==> src/rtl/vec_issue_queue_if.sv <==
// Instruction handshake and command bus between the issue queue and the vector unit.
// The slave modport is the queue side; the master modport is the feeder/unit side.
interface vec_issue_queue_if;
    logic        instr_valid;
    logic        instr_ready;
    logic [31:0] instr;
    logic        enable;
    logic [6:0]  funct;
    logic [4:0]  vs1;
    logic [4:0]  vs2;
    logic [4:0]  vr;
    logic        start_op;
    logic        op_done;

    modport slave (
        input  instr_valid, instr, op_done,
        output instr_ready, enable, funct, vs1, vs2, vr, start_op
    );

    modport master (
        output instr_valid, instr, op_done,
        input  instr_ready, enable, funct, vs1, vs2, vr, start_op
    );
endinterface

==> src/rtl/vec_issue_queue.sv <==
// Vector instruction issue queue: FIFO, decode, one-at-a-time issue and vl register.
// Optional macro VEC_ISSUE_TIMEOUT_EN adds a WAIT-state watchdog with output timeout_err.
module vec_issue_queue #(
    parameter int         DEPTH         = 4,
    parameter int         VECTOR_LENGTH = 4,
    parameter logic [6:0] VEC_OPCODE    = 7'h57
`ifdef VEC_ISSUE_TIMEOUT_EN
    , parameter int       TIMEOUT_CYCLES = 256
`endif
) (
    input  logic                         clk,
    input  logic                         rst,
    vec_issue_queue_if.slave             bus,
    input  logic                         vl_wr_en,
    input  logic [31:0]                  vl_wr_data,
    output logic [31:0]                  vl,
    output logic [$clog2(DEPTH+1)-1:0]   count,
    output logic                         busy,
    output logic                         illegal_instr,
    output logic                         cfg_err
`ifdef VEC_ISSUE_TIMEOUT_EN
    , output logic                       timeout_err
`endif
);
    localparam int          CW     = $clog2(DEPTH + 1);
    localparam int          PW     = $clog2(DEPTH);
    localparam logic [31:0] VL_MAX = 32'(VECTOR_LENGTH);

    typedef enum logic [1:0] {
        IDLE  = 2'd0,
        ISSUE = 2'd1,
        WAIT  = 2'd2
    } state_t;

    state_t          state_r;
    state_t          state_s;
    logic [21:0]     mem_r [DEPTH];
    logic [PW-1:0]   wr_ptr_r;
    logic [PW-1:0]   rd_ptr_r;
    logic [CW-1:0]   count_r;
    logic [21:0]     head_s;
    logic            ready_s;
    logic            xfer_s;
    logic            push_s;
    logic            pop_s;
    logic            enable_r;
    logic [6:0]      funct_r;
    logic [4:0]      vs1_r;
    logic [4:0]      vs2_r;
    logic [4:0]      vr_r;
    logic            start_op_r;
    logic [31:0]     vl_r;
    logic            illegal_r;
    logic            cfg_err_r;
    logic            unused_bits_s;
`ifdef VEC_ISSUE_TIMEOUT_EN
    localparam int   TW = $clog2(TIMEOUT_CYCLES + 1);
    logic [TW-1:0]   tcnt_r;
    logic            tout_s;
    logic            timeout_err_r;
`endif

    assign ready_s       = (count_r < CW'(DEPTH));
    assign xfer_s        = bus.instr_valid && ready_s;
    assign push_s        = xfer_s && (bus.instr[6:0] == VEC_OPCODE);
    assign head_s        = mem_r[rd_ptr_r];
    assign unused_bits_s = ^bus.instr[14:12];

    // Next-state decode; pop happens only when the in-flight op retires.
    always_comb begin
        state_s = state_r;
        pop_s   = 1'b0;
`ifdef VEC_ISSUE_TIMEOUT_EN
        tout_s  = 1'b0;
`endif
        case (state_r)
            IDLE: begin
                if (count_r != '0) begin
                    state_s = ISSUE;
                end else begin
                    state_s = IDLE;
                end
            end
            ISSUE: state_s = WAIT;
            WAIT: begin
                if (bus.op_done) begin
                    pop_s   = 1'b1;
                    state_s = IDLE;
                end
`ifdef VEC_ISSUE_TIMEOUT_EN
                else if (tcnt_r == TW'(TIMEOUT_CYCLES - 1)) begin
                    pop_s   = 1'b1;
                    tout_s  = 1'b1;
                    state_s = IDLE;
                end
`endif
                else begin
                    state_s = WAIT;
                end
            end
            default: state_s = IDLE;
        endcase
    end

    // FIFO storage holds only the decoded command fields.
    always_ff @(posedge clk) begin
        if (push_s) begin
            mem_r[wr_ptr_r] <= {bus.instr[31:25], bus.instr[24:20], bus.instr[19:15], bus.instr[11:7]};
        end
    end

    // Control state, FIFO pointers, command outputs and vl register.
    always_ff @(posedge clk) begin
        if (rst) begin
            state_r    <= IDLE;
            wr_ptr_r   <= '0;
            rd_ptr_r   <= '0;
            count_r    <= '0;
            enable_r   <= 1'b0;
            funct_r    <= 7'd0;
            vs1_r      <= 5'd0;
            vs2_r      <= 5'd0;
            vr_r       <= 5'd0;
            start_op_r <= 1'b0;
            vl_r       <= VL_MAX;
            illegal_r  <= 1'b0;
            cfg_err_r  <= 1'b0;
        end else begin
            state_r <= state_s;
            if (push_s) wr_ptr_r <= wr_ptr_r + PW'(1);
            if (pop_s)  rd_ptr_r <= rd_ptr_r + PW'(1);
            case ({push_s, pop_s})
                2'b10:   count_r <= count_r + CW'(1);
                2'b01:   count_r <= count_r - CW'(1);
                default: count_r <= count_r;
            endcase
            if (state_r == IDLE && count_r != '0) begin
                {funct_r, vs2_r, vs1_r, vr_r} <= head_s;
                enable_r <= 1'b1;
            end else if (pop_s) begin
                enable_r <= 1'b0;
            end
            start_op_r <= (state_r == ISSUE);
            illegal_r  <= xfer_s && !push_s;
            cfg_err_r  <= vl_wr_en && (state_r != IDLE);
            // A write on the IDLE->ISSUE edge still lands, so the new op sees it.
            if (vl_wr_en && state_r == IDLE) begin
                vl_r <= (vl_wr_data > VL_MAX) ? VL_MAX : vl_wr_data;
            end
        end
    end

`ifdef VEC_ISSUE_TIMEOUT_EN
    // Watchdog counts WAIT cycles without op_done; op_done on the terminal count wins.
    always_ff @(posedge clk) begin
        if (rst) begin
            tcnt_r        <= '0;
            timeout_err_r <= 1'b0;
        end else begin
            if (state_r == ISSUE) begin
                tcnt_r <= '0;
            end else if (state_r == WAIT && !bus.op_done) begin
                tcnt_r <= tcnt_r + TW'(1);
            end
            timeout_err_r <= tout_s;
        end
    end

    assign timeout_err = timeout_err_r;
`endif

    assign bus.instr_ready = ready_s;
    assign bus.enable      = enable_r;
    assign bus.funct       = funct_r;
    assign bus.vs1         = vs1_r;
    assign bus.vs2         = vs2_r;
    assign bus.vr          = vr_r;
    assign bus.start_op    = start_op_r;
    assign vl              = vl_r;
    assign count           = count_r;
    assign busy            = (state_r != IDLE);
    assign illegal_instr   = illegal_r;
    assign cfg_err         = cfg_err_r;
endmodule

==> src/flat_wrapper.sv <==
// flat-port wrapper written by rule: the top's interface ports become plain ports
module vec_issue_queue_flat 
#(
    parameter int         DEPTH         = 4,
    parameter int         VECTOR_LENGTH = 4,
    parameter logic [6:0] VEC_OPCODE    = 7'h57

)
  (clk, rst, vl_wr_en, vl_wr_data, vl, count, busy, illegal_instr, cfg_err, bus_instr_valid, bus_instr, bus_op_done, bus_instr_ready, bus_enable, bus_funct, bus_vs1, bus_vs2, bus_vr, bus_start_op);
  vec_issue_queue_if bus_i ();
  input  logic clk;
  input  logic rst;
  input  logic vl_wr_en;
  input  logic [31:0] vl_wr_data;
  output logic [31:0] vl;
  output logic [$clog2(DEPTH+1)-1:0] count;
  output logic busy;
  output logic illegal_instr;
  output logic cfg_err;
  input wire logic [$bits(bus_i.instr_valid)-1:0] bus_instr_valid;
  input wire logic [$bits(bus_i.instr)-1:0] bus_instr;
  input wire logic [$bits(bus_i.op_done)-1:0] bus_op_done;
  output wire logic [$bits(bus_i.instr_ready)-1:0] bus_instr_ready;
  output wire logic [$bits(bus_i.enable)-1:0] bus_enable;
  output wire logic [$bits(bus_i.funct)-1:0] bus_funct;
  output wire logic [$bits(bus_i.vs1)-1:0] bus_vs1;
  output wire logic [$bits(bus_i.vs2)-1:0] bus_vs2;
  output wire logic [$bits(bus_i.vr)-1:0] bus_vr;
  output wire logic [$bits(bus_i.start_op)-1:0] bus_start_op;
  assign bus_i.instr_valid = bus_instr_valid;
  assign bus_i.instr = bus_instr;
  assign bus_i.op_done = bus_op_done;
  assign bus_instr_ready = bus_i.instr_ready;
  assign bus_enable = bus_i.enable;
  assign bus_funct = bus_i.funct;
  assign bus_vs1 = bus_i.vs1;
  assign bus_vs2 = bus_i.vs2;
  assign bus_vr = bus_i.vr;
  assign bus_start_op = bus_i.start_op;
  vec_issue_queue #(.DEPTH(DEPTH), .VECTOR_LENGTH(VECTOR_LENGTH), .VEC_OPCODE(VEC_OPCODE)) u_core (.clk(clk), .rst(rst), .bus(bus_i), .vl_wr_en(vl_wr_en), .vl_wr_data(vl_wr_data), .vl(vl), .count(count), .busy(busy), .illegal_instr(illegal_instr), .cfg_err(cfg_err));
endmodule
==> config.mk <==
export PLATFORM = sky130hd
export DESIGN_NAME = vec_issue_queue_flat
export DESIGN_NICKNAME = d
export VERILOG_FILES = /design/src/rtl/vec_issue_queue_if.sv /design/src/rtl/vec_issue_queue.sv /design/src/flat_wrapper.sv
export SDC_FILE = /design/constraint.sdc
export NUM_CORES = 1
export LEC_CHECK = 0
export BUFFER_PORTS_ARGS = -buffer_cell sky130_fd_sc_hd__buf_2
export CAP_MARGIN = 30
export CORE_UTILIZATION = 57
export CTS_CLUSTER_SIZE = 12
export DETAILED_ROUTE_END_ITERATION = 16
export HOLD_SLACK_MARGIN = 0.06
export PLACE_DENSITY_LB_ADDON = 0.15
export SLEW_MARGIN = 20
export SYNTH_ARGS = -nofsm -noshare
export SYNTH_HDL_FRONTEND = slang
export SYNTH_SLANG_ARGS = --single-unit
==> constraint.sdc <==
create_clock -name clk -period 5.3 [get_ports clk]
set_input_delay 0.265 -clock clk [delete_from_list [all_inputs] [get_ports clk]]
set_output_delay 0.265 -clock clk [all_outputs]
set_load 0.02 [all_outputs]
---- After elaboration in Yosys (flattened, before gate mapping) ----
Memory sizes are Yosys's and may differ from the RTL's. A register that Yosys moved wholly into a read port is not among the register bits.
Cells that the tools add are included.
Widths: inputs -> output; s select.
word-level totals
  flip-flop bits (word level) ............. 45
  RAM bits ................................ 88
  output and inout bits ................... 63
  word-level logic and storage cells ...... 44
  memories ................................ 1
memories
  name          words  bits a word  rd ports  clocked after Yosys merged registers in  wr ports  line                   source
  u_core.mem_r  4      22           1         1                                        1         vec_issue_queue.sv:37  logic [21:0] mem_r [DEPTH];
operators by class
  add/subtract/negate cells ............... 4
  order comparisons ....................... 2
  eq/ne operators ......................... 5
  multiplexer cells ....................... 11
  reductions and logical operators ........ 12
operators by type and width
  kind                 number
  $gt 32x3->1 const B  1
  $mux 32              1
  $eq 7x7->1 const B   1
  $mux 1               7
  $logic_and 1x1->1    6
  $pmux 2 s3           1
  $pmux 3 s2           1
  $reduce_bool 2->1    3
  $add 2x1->2 const B  2
  $eq 2x1->1 const B   2
  $eq 2x2->1 const B   2
  $add 3x1->3 const B  1
  $lt 3x3->1 const B   1
  $reduce_bool 3->1    1
  $sub 3x1->3 const B  1
  $logic_not 2->1      1
  $mux 2               1
  $logic_not 1->1      1

---- Depth between registers and ports, before layout ----
  depth in word-level cells ............... 5
  mapped depth ............................ 9

---- Worst setup path before layout ----
Ideal clock, no wire load.
  path kind ............................... register -> register
  start point ............................. reg u_core.count_r[2] (netlist: u_core.count[2])
  end point ............................... reg u_core.count_r[2] (netlist: u_core.count[2])
  library setup time ...................... 70 ps
  data arrival time ....................... 2098 ps
  required time ........................... 5230 ps
  slack ................................... 3132 ps
  cell stages (with the launch flop) ...... 10
  path buffers ............................ 0
  cells stage by stage .................... dfxtp_1 nand2b_4 nor4_4 inv_1 ha_1 inv_1 fa_1 xor2_1 or3_2 a21oi_1
between the ends
  word-level cells in the longest chain between the ends .. 5
RTL lines
  what                                             line                    source
  start: declaration                               vec_issue_queue.sv:40   logic [CW-1:0] count_r;
  start signal: assignment                         vec_issue_queue.sv:133  2'b10: count_r <= count_r + CW'(1);
  start signal: assignment                         vec_issue_queue.sv:134  2'b01: count_r <= count_r - CW'(1);
  start signal: assignment                         vec_issue_queue.sv:135  default: count_r <= count_r;
  $lt 3x3->1                                       vec_issue_queue.sv:63   assign ready_s = (count_r < CW'(DEPTH));
  $logic_and 1x1->1                                vec_issue_queue.sv:64   assign xfer_s = bus.instr_valid && ready_s;
  $logic_and 1x1->1                                vec_issue_queue.sv:65   assign push_s = xfer_s && (bus.instr[6:0] == VEC_OPCODE);
  $eq 2x1->1 or $eq 2x2->1 (tied branches)         vec_issue_queue.sv:132  case ({push_s, pop_s})
  $pmux 3 s2 or $reduce_bool 2->1 (tied branches)  n/a
Several ways; a longest one is shown, not always the timed one.
A chain may end at the register's enable or synchronous reset.

---- Final worst setup path ----
Same ends and word-level chain as after synthesis.

==> flow_metrics.env <==
export IMPL_ys_seq_area_share_pct=71.5
export IMPL_cts_root_buf="clkbuf_8"
export IMPL_holdWs_ns=0.115
export IMPL_drtIter0Drc=201
export IMPL_syn_num_nets=438
export IMPL_gr_total_overflow=0
export IMPL_wl_per_cell_um=16.9
export IMPL_routed_wl_um=11300
export IMPL_place_congestion=0.717
export IMPL_post_route_period_util_pct=44.8
export IMPL_viasPerCell=5.22
export IMPL_start_kind="register"
export IMPL_hold_viol=0
export IMPL_worst_hold_path_type="in2reg"
export IMPL_cp_required_ns=5.71
export IMPL_final_area_um2=7190
export IMPL_grt_max_degree=38
export IMPL_avgSynthCellArea_um2=15.3
export IMPL_syn_area_um2=5570
export IMPL_r2r_setup_slack_ns=2.93
export IMPL_rr_worst_depth=9
export IMPL_port_buffers=128
export IMPL_die_y_um=101
export IMPL_powerDensity_nw_per_um2=345
export IMPL_critPathArrivalTime_ns=2.78
export IMPL_fin_skew_ns=0.0280
export IMPL_crit_type="reg2reg"
export IMPL_synth_warnings=0
export IMPL_multi_input_area_um2=1460
export IMPL_layout_commonest_cell="buf_2"
export IMPL_cp_end_kind="register"
export IMPL_tns_ns=0
export IMPL_synth_ff_type="edfxtp_1"
export IMPL_holdPathEnd="u_core.illegal_instr"
export IMPL_diodes=0
export IMPL_tightest_slew_ns=0.767
export IMPL_drv_cap=0
export IMPL_placed_area_um2=6310
export IMPL_antenna_left=0
export IMPL_slew_violations=0
export IMPL_ys_ff_latch=155
export IMPL_cts_setup_buffers=0
export IMPL_grt_usage_pct=23.3
export IMPL_h_tree_depth=4
export IMPL_dr_pass1_iters=4
export IMPL_numCtsBuffers=17
export IMPL_vias=3479
export IMPL_period_minus_slack_ns=2.37
export IMPL_grt_first_pass_wirelength_um=17100
export IMPL_ios=132
export IMPL_async_flop_share_pct=0
export IMPL_core_um2=9370
export IMPL_regToRegEndpoint="u_core.count[2]"
export IMPL_relSlewSlack_pct=48.9
export IMPL_outcome="completed"
export IMPL_drc=0
export IMPL_setup_viol=0
export IMPL_critPathLaunch="u_core.count[2]"
export IMPL_syn_inst=363
export IMPL_place_inst=606
export IMPL_crit_fanout=7
export IMPL_p_leak_nw=2.78
export IMPL_power_mw=2.48
export IMPL_synth_edf_count=88
export IMPL_drive_above_1_share_pct=36.8
export IMPL_layout_nets=600
export IMPL_grt_pass1_vias=3405
export IMPL_seqCellArea_um2=3990
export IMPL_clk_latency_ns=0.51
export IMPL_whs_path_depth=3
export IMPL_start_util_pct=59.4
export IMPL_mostFrequentLayoutCells="buf_2 (128), edfxtp_1 (88), dfxtp_1 (66), nand2_1 (48), and2_1 (29)"
export IMPL_yosysUniqueCellTypes=37
export IMPL_dieArea_um2=10200
export IMPL_clock_path_buffers=2
export IMPL_instances_no_fill=667
export IMPL_ir_drop_mv=0.228
export IMPL_max_freq_ghz=0.421
export IMPL_clock_sink_count=155
export IMPL_hpwlAfterDp_um=6550
export IMPL_clk_pin_slew_worst_paths_ns=0.06
export IMPL_timing_rr_start="u_core.count[2]"
export IMPL_cts_tree="yes"
export IMPL_areaGrowthSynthToFinish_pct=29.2
export IMPL_rows=35
export IMPL_die_w_um=101
export IMPL_fill_cells=597
export IMPL_hp_start="bus_instr[3]"
export IMPL_rsz0062_at_grt="false"
export IMPL_antenna_found_initial=0
==> power by group <==
group          leakage [nW]  switching, mW  internal (mW)  total (mW)
logic                  1.16         0.0327         0.0360      0.0687
clock network         0.289          0.451          0.690        1.14
registers              1.33       0.000746           1.27        1.27
total                  2.78          0.484           2.00        2.48
==> per-stage QoR <==
stage          util (%)  setup slack (ns)
2_1_floorplan         -              3.13
3_3_place_gp       67.2              3.12
3_5_place_dp       67.4              2.99
4_1_cts            76.5              2.99
5_1_grt            76.8              2.80
6_report           76.8              2.93
==> cell type report <==
cell class                 count  share of cell area, %
inverter                       9                  0.470
sequential                   155                   55.4
clock inverter                10                   1.22
tap                          129                   2.24
clock buffer                  22                   6.75
timing repair buffer         160                   13.6
multi-input combinational    182                   20.3
==> cells by family after synthesis <==
group	after synthesis	synth area share, %
and+or+nand+nor	114	11.3
xor gates and xnor gates	5	0.786
buffers and inverters	26	2.22
AOI/OAI and AO/OA	34	3.57
DFF	155	71.5
muxes	23	9.08
adders and majority gates	6	1.48
==> synthesized netlist by cell type, types with 4 or more instances <==
cell type / instances / share of area [%]
nor4_1: 6 / 0.67
clkbuf_1: 8 / 0.54
and2_1: 29 / 3.3
edfxtp_1: 88 / 47
nor2_1: 10 / 0.67
ha_1: 5 / 1.1
nand2_1: 48 / 3.2
and2_2: 4 / 0.54
a21oi_1: 28 / 2.5
dfxtp_1: 67 / 24
mux4_2: 22 / 8.9
buf_2: 6 / 0.54
inv_1: 9 / 0.61
==> metal layers <==
metal	track usage, %	share of wire (%)	up-vias
li1	-	-	1637
met1	27.8	40	1686
met2	41.7	53	142
met3	5.76	6.1	14
met4	7.36	1.0	0
met5	0	0	-
==> state kept, by name, indices dropped and copies added, names as in the netlist, 2 cells and up <==
name and cells:
u_core.vl 32, u_core.rd_ptr_r 2, u_core.state_r 2, u_core.wr_ptr_r 2, u_core.bus.vr 5, u_core.bus.funct 7, u_core.bus.vs1 5, u_core.mem_r 88
u_core.bus.vs2 5, u_core.count 3
==> worst max path at each step <==
stage / end / slack (ns) / cells past startpoint
floorplan: u_core.count[2] / 3.13 / 9
global placement: u_core.count[2] / 3.12 / 9
detailed placement: u_core.count[2] / 2.99 / 9
CTS: u_core.count[2] / 2.99 / 9
global route: u_core.count[2] / 2.80 / 9
finish: u_core.count[2] / 2.93 / 9
==> worst max-delay path, stage by stage, from the launching register on <==
cell,delay [ns]
dfxtp_1,0.39
nand2b_4,0.19
nor4_4,0.45
inv_1,0.09
ha_1,0.22
inv_1,0.10
fa_1,0.21
xor2_1,0.08
or3_2,0.40
a21oi_1,0.16
==> repair_timing <==
action,in CTS,in global routing
hold buffers,28,0
gates resized for setup,0,0
setup endpoints to repair,0,0
hold endpoints to repair,94,0
Power figures use the tool's default switching activity.
